==> src/rtl/vga_rect_fill.sv <==
// Rectangle-fill pixel generator for the DESim VGA pixel interface: one pixel per clock,
// raster order inside the rectangle. Optional macro VGA_RECT_CLIP_EN suppresses plot off-screen.
//
// state | meaning
// IDLE  | cmd_ready=1, waiting for a command
// DRAW  | busy=1, one pixel presented per cycle
// DONE  | done=1 for one cycle, then back to IDLE
module vga_rect_fill #(
    parameter int XMAX = 640,
    parameter int YMAX = 480
) (
    input  logic       CLOCK_50,
    input  logic       reset,
    input  logic       cmd_valid,
    output logic       cmd_ready,
    input  logic [9:0] cmd_x,
    input  logic [8:0] cmd_y,
    input  logic [9:0] cmd_w,
    input  logic [8:0] cmd_h,
    input  logic [2:0] cmd_color,
    output logic [9:0] VGA_X,
    output logic [8:0] VGA_Y,
    output logic [2:0] VGA_COLOR,
    output logic       plot,
    output logic       busy,
    output logic       done
);

    typedef enum logic [1:0] {
        ST_IDLE = 2'd0,
        ST_DRAW = 2'd1,
        ST_DONE = 2'd2
    } state_t;

    if (XMAX < 1 || XMAX > 1024 || YMAX < 1 || YMAX > 512) begin : g_bad_bounds
        $error("vga_rect_fill: XMAX/YMAX outside the coordinate range");
    end

    state_t     state_q, state_d;
    logic [9:0] x_q, x_d;
    logic [8:0] y_q, y_d;
    logic [9:0] w_q, w_d;
    logic [8:0] h_q, h_d;
    logic [2:0] color_q, color_d;
    logic [9:0] i_q, i_d;
    logic [8:0] j_q, j_d;
    logic [9:0] vga_x_q, vga_x_d;
    logic [8:0] vga_y_q, vga_y_d;
    logic [2:0] vga_color_q, vga_color_d;
    logic       plot_q, plot_d;
    logic       busy_q, busy_d;
    logic       done_q, done_d;
    logic       cmd_ready_q, cmd_ready_d;

    logic       accept;
    logic       last_col;
    logic       last_row;
    logic [9:0] i_step;
    logic [8:0] j_step;
    logic [9:0] pix_i;
    logic [8:0] pix_j;
    logic [9:0] base_x;
    logic [8:0] base_y;
    logic [9:0] pix_x;
    logic [8:0] pix_y;
    logic       in_bounds;

    assign accept   = (state_q == ST_IDLE) && cmd_valid && cmd_ready_q;
    assign last_col = (i_q == w_q - 10'd1);
    assign last_row = (j_q == h_q - 9'd1);

    // Index of the pixel that the next edge will present.
    always_comb begin
        i_step = i_q + 10'd1;
        j_step = j_q;
        if (last_col) begin
            i_step = '0;
            j_step = j_q + 9'd1;
        end
    end

    assign pix_i  = accept ? 10'd0 : i_step;
    assign pix_j  = accept ? 9'd0  : j_step;
    assign base_x = accept ? cmd_x : x_q;
    assign base_y = accept ? cmd_y : y_q;

`ifdef VGA_RECT_CLIP_EN
    localparam logic [10:0] XMAX_W = 11'(XMAX);
    localparam logic [9:0]  YMAX_W = 10'(YMAX);

    logic [10:0] sum_x;
    logic [9:0]  sum_y;

    assign sum_x     = {1'b0, base_x} + {1'b0, pix_i};
    assign sum_y     = {1'b0, base_y} + {1'b0, pix_j};
    assign in_bounds = (sum_x < XMAX_W) && (sum_y < YMAX_W);
    assign pix_x     = sum_x[9:0];
    assign pix_y     = sum_y[8:0];
`else
    // Truncating adders give the modulo-1024 / modulo-512 wrap.
    assign pix_x     = base_x + pix_i;
    assign pix_y     = base_y + pix_j;
    assign in_bounds = 1'b1;
`endif

    always_comb begin
        state_d     = state_q;
        x_d         = x_q;
        y_d         = y_q;
        w_d         = w_q;
        h_d         = h_q;
        color_d     = color_q;
        i_d         = i_q;
        j_d         = j_q;
        vga_x_d     = vga_x_q;
        vga_y_d     = vga_y_q;
        vga_color_d = vga_color_q;
        plot_d      = 1'b0;
        busy_d      = 1'b0;
        done_d      = 1'b0;
        cmd_ready_d = 1'b0;

        case (state_q)
            ST_IDLE: begin
                cmd_ready_d = 1'b1;
                if (accept) begin
                    x_d         = cmd_x;
                    y_d         = cmd_y;
                    w_d         = cmd_w;
                    h_d         = cmd_h;
                    color_d     = cmd_color;
                    i_d         = '0;
                    j_d         = '0;
                    cmd_ready_d = 1'b0;
                    if (cmd_w == 10'd0 || cmd_h == 9'd0) begin
                        state_d = ST_DONE;
                        done_d  = 1'b1;
                    end else begin
                        state_d     = ST_DRAW;
                        busy_d      = 1'b1;
                        plot_d      = in_bounds;
                        vga_x_d     = pix_x;
                        vga_y_d     = pix_y;
                        vga_color_d = cmd_color;
                    end
                end
            end

            ST_DRAW: begin
                if (last_col && last_row) begin
                    state_d = ST_DONE;
                    done_d  = 1'b1;
                end else begin
                    i_d         = i_step;
                    j_d         = j_step;
                    busy_d      = 1'b1;
                    plot_d      = in_bounds;
                    vga_x_d     = pix_x;
                    vga_y_d     = pix_y;
                    vga_color_d = color_q;
                end
            end

            ST_DONE: begin
                state_d     = ST_IDLE;
                cmd_ready_d = 1'b1;
            end

            default: begin
                state_d     = ST_IDLE;
                cmd_ready_d = 1'b1;
            end
        endcase
    end

    always_ff @(posedge CLOCK_50) begin
        if (reset) begin
            state_q     <= ST_IDLE;
            x_q         <= '0;
            y_q         <= '0;
            w_q         <= '0;
            h_q         <= '0;
            color_q     <= '0;
            i_q         <= '0;
            j_q         <= '0;
            vga_x_q     <= '0;
            vga_y_q     <= '0;
            vga_color_q <= '0;
            plot_q      <= 1'b0;
            busy_q      <= 1'b0;
            done_q      <= 1'b0;
            cmd_ready_q <= 1'b1;
        end else begin
            state_q     <= state_d;
            x_q         <= x_d;
            y_q         <= y_d;
            w_q         <= w_d;
            h_q         <= h_d;
            color_q     <= color_d;
            i_q         <= i_d;
            j_q         <= j_d;
            vga_x_q     <= vga_x_d;
            vga_y_q     <= vga_y_d;
            vga_color_q <= vga_color_d;
            plot_q      <= plot_d;
            busy_q      <= busy_d;
            done_q      <= done_d;
            cmd_ready_q <= cmd_ready_d;
        end
    end

    assign cmd_ready = cmd_ready_q;
    assign VGA_X     = vga_x_q;
    assign VGA_Y     = vga_y_q;
    assign VGA_COLOR = vga_color_q;
    assign plot      = plot_q;
    assign busy      = busy_q;
    assign done      = done_q;

endmodule

==> config.mk <==
export PLATFORM = sky130hd
export DESIGN_NAME = vga_rect_fill
export DESIGN_NICKNAME = d
export VERILOG_FILES = /design/src/rtl/vga_rect_fill.sv
export SDC_FILE = /design/constraint.sdc
export NUM_CORES = 1
export LEC_CHECK = 0
export CAP_MARGIN = 20
export CORE_MARGIN = 5
export CORE_UTILIZATION = 56
export DETAILED_ROUTE_END_ITERATION = 8
export HOLD_SLACK_MARGIN = 0.08
export MAX_ROUTING_LAYER = met4
export PLACE_DENSITY = 0.81
export RECOVER_POWER = 50
export SLEW_MARGIN = 25
export SYNTH_ARGS = -nofsm -noshare
export SYNTH_HDL_FRONTEND = slang
export SYNTH_SLANG_ARGS = --single-unit
==> constraint.sdc <==
create_clock -name CLOCK_50 -period 5.1 [get_ports CLOCK_50]
set_input_delay 0.51 -clock CLOCK_50 [delete_from_list [all_inputs] [get_ports CLOCK_50]]
set_output_delay 0.51 -clock CLOCK_50 [all_outputs]
set_load 0.05 [all_outputs]
==> flow_metrics.py, run 1 <==
metrics = {
    "synthesis": {
        "yosys_most_used_dff": "dfxtp_1",
        "synth_top_cell_area_share_pct": 33.7,
        "async_reset_ff_share_pct": 0,
        "synth_edf_count": 0,
        "synthMuxAreaShare_pct": 4.17,
        "syn_area_um2": 5160,
        "synth_xor_area_share_pct": 7.46,
        "syn_area_per_cell_um2": 7.97,
        "ys_seq_elements": 87,
        "synth_largest_area_cell": "dfxtp_1",
        "synthTopCellsByArea": "dfxtp_1 34%, nand2_1 8.6%, a21oi_1 6.4%",
        "netlist-cell-type-count": 64,
        "ys_seq_area_share_pct": 33.7,
        "yosys.area_share.adder_pct": 5.86,
        "yosysWarnings": 0,
        "syn_inst": 648,
        "synth_compound_area_share_pct": 20.0,
        "yosys.area_share.simple_pct": 23.8,
        "synth_top_family_by_area": "simple AND/OR/NAND/NOR gates",
        "synth_nets": 715,
    },
    "place": {
        "io_buffers": 69,
        "globalplace.congestion": 0.862,
        "dpl.hpwl_um": 9330,
    },
    "routing": {
        "wl_per_cell_um": 15.4,
        "ant_nets": 0,
        "vias": 4745,
        "drt_wl_total_um": 12500,
        "drt-pass1-iter-count": 5,
        "drt_iter0_markers": 206,
        "drcViolationCount": 0,
        "vias_per_cell": 5.82,
    },
    "global_route": {
        "grt_pass1_wl_um": 20800,
        "grt_pass1_vias": 4550,
        "grt_use_total_pct": 23.0,
        "grt_max_degree": 46,
        "antenna_found_initial": 0,
        "overflow": 0,
    },
    "pwr": {
        "ir_drop_mv": 0.155,
        "pwr-share-clk_pct": 26.2,
        "pwr-share-seq_pct": 45.6,
        "p_leak_nw": 2.45,
        "powerDensity_nw_per_um2": 273,
        "power_switching_mw": 0.575,
        "internal_power_mw": 1.08,
        "power.total_mw": 1.65,
        "comb_power_share_pct": 28.2,
        "swShare_pct": 34.8,
    },
    "cts": {
        "ctsRootBufferMaster": "clkbuf_8",
        "cts_buffers": 9,
        "htree_levels": 3,
        "cts_resized": 0,
        "worstSkewPairLatency_ns": 0.37,
        "clockBufferDepth": 2,
        "cts.sinks": 87,
        "clk_pin_slew_worst_paths_ns": 0.09,
        "cts_tree": "done",
        "cts_setup_buffers": 0,
        "hold_buffers": 0,
    },
    "run_status": {
        "outcome": "complete, but fails checks",
        "violations": "max-capacitance violations, max-slew violations",
    },
    "timing": {
        "slew_violations": 90,
        "fmax_ghz": 0.221,
        "slew_headroom_pct": -43.1,
        "worst_pin_slew_ns": 2.15,
        "finalSetupViolCount": 0,
        "whs_ns": 0.466,
        "rsz0062_at_grt": "false",
        "hold_viol": 0,
        "fin_crit_ns": 4.53,
        "finalClockSkew_ns": 0.0118,
        "tns_ns": 0,
        "fin_crit_sh_pct": 88.8,
    },
    "setup_path": {
        "crit_type": "register to register",
        "setup.worst_path.end_class": "register",
        "setup.worst_path.end": "VGA_Y[8]",
        "crit_path_frequent_cell": "o21ai_0",
        "crit_required_ns": 5.37,
        "regToRegSetupSlack_ns": 0.57,
        "arrival_ns": 4.80,
        "reg2reg_to": "VGA_Y[8]",
        "path_max_fanout": 8,
        "rr_worst_depth": 18,
        "reg2reg_from": "w_q[3]",
        "critical-path-max-stage-delay_ns": 0.59,
        "crit_start": "w_q[3]",
        "crit_chain": "or4_4 -> nor4_4 -> xnor2_1 -> or3_4 -> nor3_4 -> xnor2_1 -> nor2_1 -> ha_1 -> inv_1 -> fa_1 -> nor2b_1 -> o21ai_0 -> a21boi_0 -> o21ai_0 -> a21boi_0 -> o21ai_0 -> a211o_1 -> a311oi_1",
        "start_kind": "register",
        "crit_slowest_cell": "or4_4",
    },
    "floorplan": {
        "ioPinCount": 70,
        "row_count": 35,
        "die_h_um": 106,
        "dieArea_um2": 11200,
        "die-width_um": 106,
        "coreArea_um2": 9110,
        "start_util_pct": 56.7,
    },
    "layout": {
        "area_delta_synth_final_pct": 17.3,
        "layout-drive-gt1-share_pct": 6.53,
        "final_nets": 767,
        "antennaDiodeCount": 0,
        "fill_cells": 781,
    },
    "job": {
        "maxCapViolCount": 2,
    },
    "hold_path": {
        "hold_class": "register to register",
    },
}
layout by cell type (no fill, tap or decap), drive strengths merged, types with 3 or more instances in the layout:
cell type,instances
dfxtp,87
clkbuf,12
a21oi,67
o21ai,21
nor3,15
nor3b,6
ha,21
dlygate4sd3,14
o21a,5
a31oi,6
mux2i,20
a211oi,3
nor2b,9
clkinvlp,3
inv,23
a311oi,15
xnor2,27
or3,6
or4,3
nand4,7
buf,9
nand3,13
clkdlybuf4s50,54
nor2,51
and3,6
nor4,9
o211ai,3
xor2,17
a21o,7
a21boi,5
nand2,119
nand2b,10
worst min path at each step:
| stage | startpoint | to | slack, ns | cells after the start |
|---|---|---|---|---|
| global placement | color_q[0] | color_q[0] | 0.44 | 2 |
| CTS | y_q[3] | y_q[3] | 0.47 | 2 |
| global route | x_q[0] | x_q[0] | 0.49 | 2 |
| floorplan | color_q[0] | color_q[0] | 0.44 | 2 |
| detailed placement | y_q[6] | y_q[6] | 0.46 | 2 |
| finish | color_q[1] | color_q[1] | 0.47 | 2 |
kinds of logic after synthesis:
logic type | Yosys count
AND/OR/NAND/NOR | 259
AO/OA/AOI/OAI | 153
adder cells (fa/ha/maj) | 23
multiplexers | 21
buffers and inverters | 61
flip-flops | 87
XOR/XNOR | 44
per-layer routing:
layer / global-route usage [%] / wire length (um)
met5: - / 0
met4: 5.92 / 184
met3: 4.01 / 537
met2: 41.1 / 6400
met1: 26.9 / 5390
synthesized netlist by cell type (7+ instances only):
master / instances
o21ai_0: 21
inv_1: 23
ha_1: 21
nand3_1: 13
nor2b_1: 9
nand2_1: 118
dfxtp_1: 87
a21oi_1: 66
a311oi_2: 8
clkbuf_1: 26
a311oi_1: 7
mux2i_1: 20
xor2_1: 17
nand4_1: 7
nor3_1: 14
xnor2_1: 27
nand2b_1: 10
nor2_1: 51
nor4_1: 7
power by group through the flow:
stage / Combinational [mW] / Sequential (mW) / Clock [mW]
6_report: 0.466 / 0.753 / 0.432
5_1_grt: 0.506 / 0.759 / 0.465
4_1_cts: 0.470 / 0.753 / 0.435
2_1_floorplan: 0.268 / 0.827 / 0
3_3_place_gp: 0.456 / 0.766 / 0
3_5_place_dp: 0.468 / 0.769 / 0
worst max-delay path, delay by kind of cell (launching register included):
family	cells	cell delay (ns)
AND/OR/NAND/NOR	6	1.80
AO/OA/AOI/OAI	7	1.40
flip-flops	1	0.39
adder cells (fa/ha/maj)	2	0.56
buffers and inverters	1	0.05
XOR/XNOR	2	0.22
state kept, by name, indices dropped and copies added, names as in the netlist:
signal	count
VGA_COLOR	3
VGA_X	10
VGA_Y	9
busy	1
cmd_ready	1
color_q	3
done	1
h_q	9
i_q	10
j_q	9
state_q	2
w_q	10
x_q	10
y_q	9
metrics by stage:
stage | util (%) | area (um2) | instances | setup WS, ns
floorplan | - | 5160 | 648 | 0.826
global placement | 64.8 | 5900 | 800 | 0.723
detailed placement | 64.8 | 5900 | 800 | 0.617
CTS | 66.6 | 6060 | 815 | 0.582
global route | 66.5 | 6060 | 815 | 0.180
finish | 66.5 | 6060 | 815 | 0.571
final cells by class:
| type | instances | area (um2) | share of cell area, % |
|---|---|---|---|
| Timing Repair Buffer | 79 | 756 | 12.5 |
| Multi-Input combinational cell | 500 | 3170 | 52.4 |
| Sequential cell | 87 | 1740 | 28.7 |
| Clock buffer | 10 | 128 | 2.11 |
| Clock inverter | 5 | 36.3 | 0.599 |
| Inverter | 23 | 86.3 | 1.42 |
| Tap cell | 111 | 139 | 2.29 |
Note: power is estimated with default switching activity, not from simulation.
==> run 2, diff against run 1 <==
--- a/config.mk
+++ b/config.mk
@@ -9,9 +9,10 @@
 export CORE_MARGIN = 5
 export CORE_UTILIZATION = 56
 export DETAILED_ROUTE_END_ITERATION = 8
+export GPL_TIMING_DRIVEN = 0
 export HOLD_SLACK_MARGIN = 0.08
 export MAX_ROUTING_LAYER = met4
-export PLACE_DENSITY = 0.81
+export PLACE_DENSITY = 0.86
 export RECOVER_POWER = 50
 export SLEW_MARGIN = 25
 export SYNTH_ARGS = -nofsm -noshare
==> run 2 against run 1 <==
The flow now finishes without violations. Sequential share of layout area is 0.67 points lower. Global-route usage grew 2.8 points. Sequential cell count did not move. Total power grew 2.5%. Utilization increased by 1.6 points. Wire length grew 12%. Critical endpoint unchanged. Largest cell class unchanged. Highest routed layer unchanged.
==> flow_metrics.py, run 2 (synthesis gave the netlist of run 1 again) <==
metrics = {
    "layout": {
        "layout-drive-gt1-share_pct": 6.39,
        "antennaDiodeCount": 0,
        "area_delta_synth_final_pct": 20.2,
        "layout.cells.non_filler": 846,
        "final_common_cell": "nand2_1",
        "final_cell_mix": "118 x nand2_1, 87 x dfxtp_1, 66 x a21oi_1",
        "final_nets": 797,
        "fill_cells": 796,
    },
    "global_route": {
        "grt_pass1_wl_um": 22900,
        "overflow": 0,
        "antenna_found_initial": 0,
        "grt_max_degree": 17,
        "grt_pass1_vias": 4997,
        "grt_use_total_pct": 25.9,
    },
    "job": {
        "maxCapViolCount": 0,
    },
    "cts": {
        "hold_buffers": 0,
        "worstSkewPairLatency_ns": 0.37,
        "cts_tree": "done",
        "cts_buffers": 9,
        "clockBufferDepth": 2,
        "cts_setup_buffers": 0,
        "cts.sinks": 87,
        "ctsRootBufferMaster": "clkbuf_8",
        "cts_resized": 0,
        "clk_pin_slew_worst_paths_ns": 0.10,
        "htree_levels": 3,
    },
    "setup_path": {
        "crit_start": "w_q[3]",
        "start_kind": "register",
        "arrival_ns": 5.01,
        "crit_required_ns": 5.38,
        "setup.worst_path.end_class": "register",
        "crit_chain": "buf_6 -> or4_4 -> nor4_1 -> nand2_1 -> a32o_1 -> nor3_4 -> buf_12 -> xnor2_1 -> nor2_1 -> ha_1 -> inv_1 -> fa_1 -> nor2b_1 -> o21ai_0 -> a21boi_0 -> o21ai_0 -> a21boi_0 -> o21ai_0 -> a211o_1 -> a311oi_1",
        "critical-path-max-stage-delay_ns": 0.56,
        "crit_slowest_cell": "or4_4",
        "reg2reg_from": "w_q[3]",
        "crit_path_frequent_cell": "o21ai_0",
        "crit_type": "register to register",
        "path_max_fanout": 10,
    },
    "routing": {
        "vias_per_cell": 5.84,
        "drt_iter0_markers": 259,
        "drt_wl_total_um": 14000,
        "drcViolationCount": 0,
        "wl_per_cell_um": 16.6,
        "ant_nets": 0,
        "drt-pass1-iter-count": 5,
        "vias": 4939,
    },
    "timing": {
        "slew_headroom_pct": 39.0,
        "finalSetupViolCount": 0,
        "whs_ns": 0.468,
        "worst_pin_slew_ns": 0.908,
        "setup_slack_ns": 0.364,
        "fmax_ghz": 0.211,
        "fin_crit_ns": 4.74,
        "finalClockSkew_ns": 0.0159,
        "tns_ns": 0,
        "fin_crit_sh_pct": 92.9,
        "hold_viol": 0,
        "slew_violations": 0,
    },
    "place": {
        "globalplace.congestion": 0.899,
        "place_ws_ns": 0.0304,
        "dp_cells": 828,
        "dpl.hpwl_um": 10700,
        "io_buffers": 69,
    },
    "run_status": {
        "outcome": "complete, no violations",
    },
    "pwr": {
        "powerDensity_nw_per_um2": 273,
        "power.total_mw": 1.69,
        "p_leak_nw": 2.53,
        "ir_drop_mv": 0.160,
    },
    "hold_path": {
        "hold_class": "register to register",
        "min_from": "color_q[1]",
    },
    "floorplan": {
        "die_h_um": 106,
        "start_util_pct": 56.7,
        "dieArea_um2": 11200,
        "row_count": 35,
        "ioPinCount": 70,
        "coreArea_um2": 9110,
        "die-width_um": 106,
    },
}
==> run 2: metrics by stage <==
stage,utilization [%],area [um2]
2_1_floorplan,-,5160
3_3_place_gp,65.8,5990
3_5_place_dp,65.8,5990
4_1_cts,67.8,6170
5_1_grt,68.1,6200
6_report,68.1,6200
==> run 2: power breakdown <==
part / switching (mW) / internal (mW)
clock network: 0.275 / 0.181
registers: 0.0299 / 0.721
logic: 0.303 / 0.182
total: 0.608 / 1.08
==> run 2: critical path, delay by kind of cell (launching register included) <==
family                     cells  cell delay (ns)
DFF                            1             0.32
xor gates and xnor gates       1             0.07
and+or+nand+nor                6             1.42
AOI/OAI and AO/OA              8             1.92
adders and majority gates      2             0.59
buffers and inverters          3             0.35
==> run 2: final cells by class <==
| class | instances | area, um2 | share of cell area [%] |
|---|---|---|---|
| inverter | 23 | 86.3 | 1.39 |
| timing repair buffer | 71 | 718 | 11.6 |
| multi-input combinational | 500 | 3170 | 51.1 |
| clock buffer | 9 | 124 | 2.00 |
| buffer | 38 | 168 | 2.70 |
| sequential | 87 | 1740 | 28.1 |
| clock inverter | 7 | 55.1 | 0.887 |
| tap | 111 | 139 | 2.24 |
==> run 2: worst paths after layout <==
check | cells past startpoint | slack (ns) | endpoint
worst max register to register | 20 | 0.36 | VGA_Y[8]
worst max-delay path | 20 | 0.36 | VGA_Y[8]
worst min register to register | 2 | 0.47 | color_q[1]
worst min-delay path | 2 | 0.47 | color_q[1]
==> run 2: layer usage <==
layer | track usage [%] | routed length, um | vias to the layer above
met5 | - | 0 | -
met2 | 44.1 | 7020 | 152
met3 | 4.55 | 732 | 41
met1 | 29.5 | 5750 | 2324
met4 | 12.5 | 514 | 0
li1 | - | - | 2422
==> run 3, diff against run 2 <==
--- a/config.mk
+++ b/config.mk
@@ -5,12 +5,12 @@
 export SDC_FILE = /design/constraint.sdc
 export NUM_CORES = 1
 export LEC_CHECK = 0
+export ABC_CLOCK_PERIOD_IN_PS = 5100
 export CAP_MARGIN = 20
 export CORE_MARGIN = 5
 export CORE_UTILIZATION = 56
 export DETAILED_ROUTE_END_ITERATION = 8
 export GPL_TIMING_DRIVEN = 0
-export HOLD_SLACK_MARGIN = 0.08
 export MAX_ROUTING_LAYER = met4
 export PLACE_DENSITY = 0.86
 export RECOVER_POWER = 50
==> results of run 3 <==
The final DEF is identical to that of run 2; final timing and power are the same.
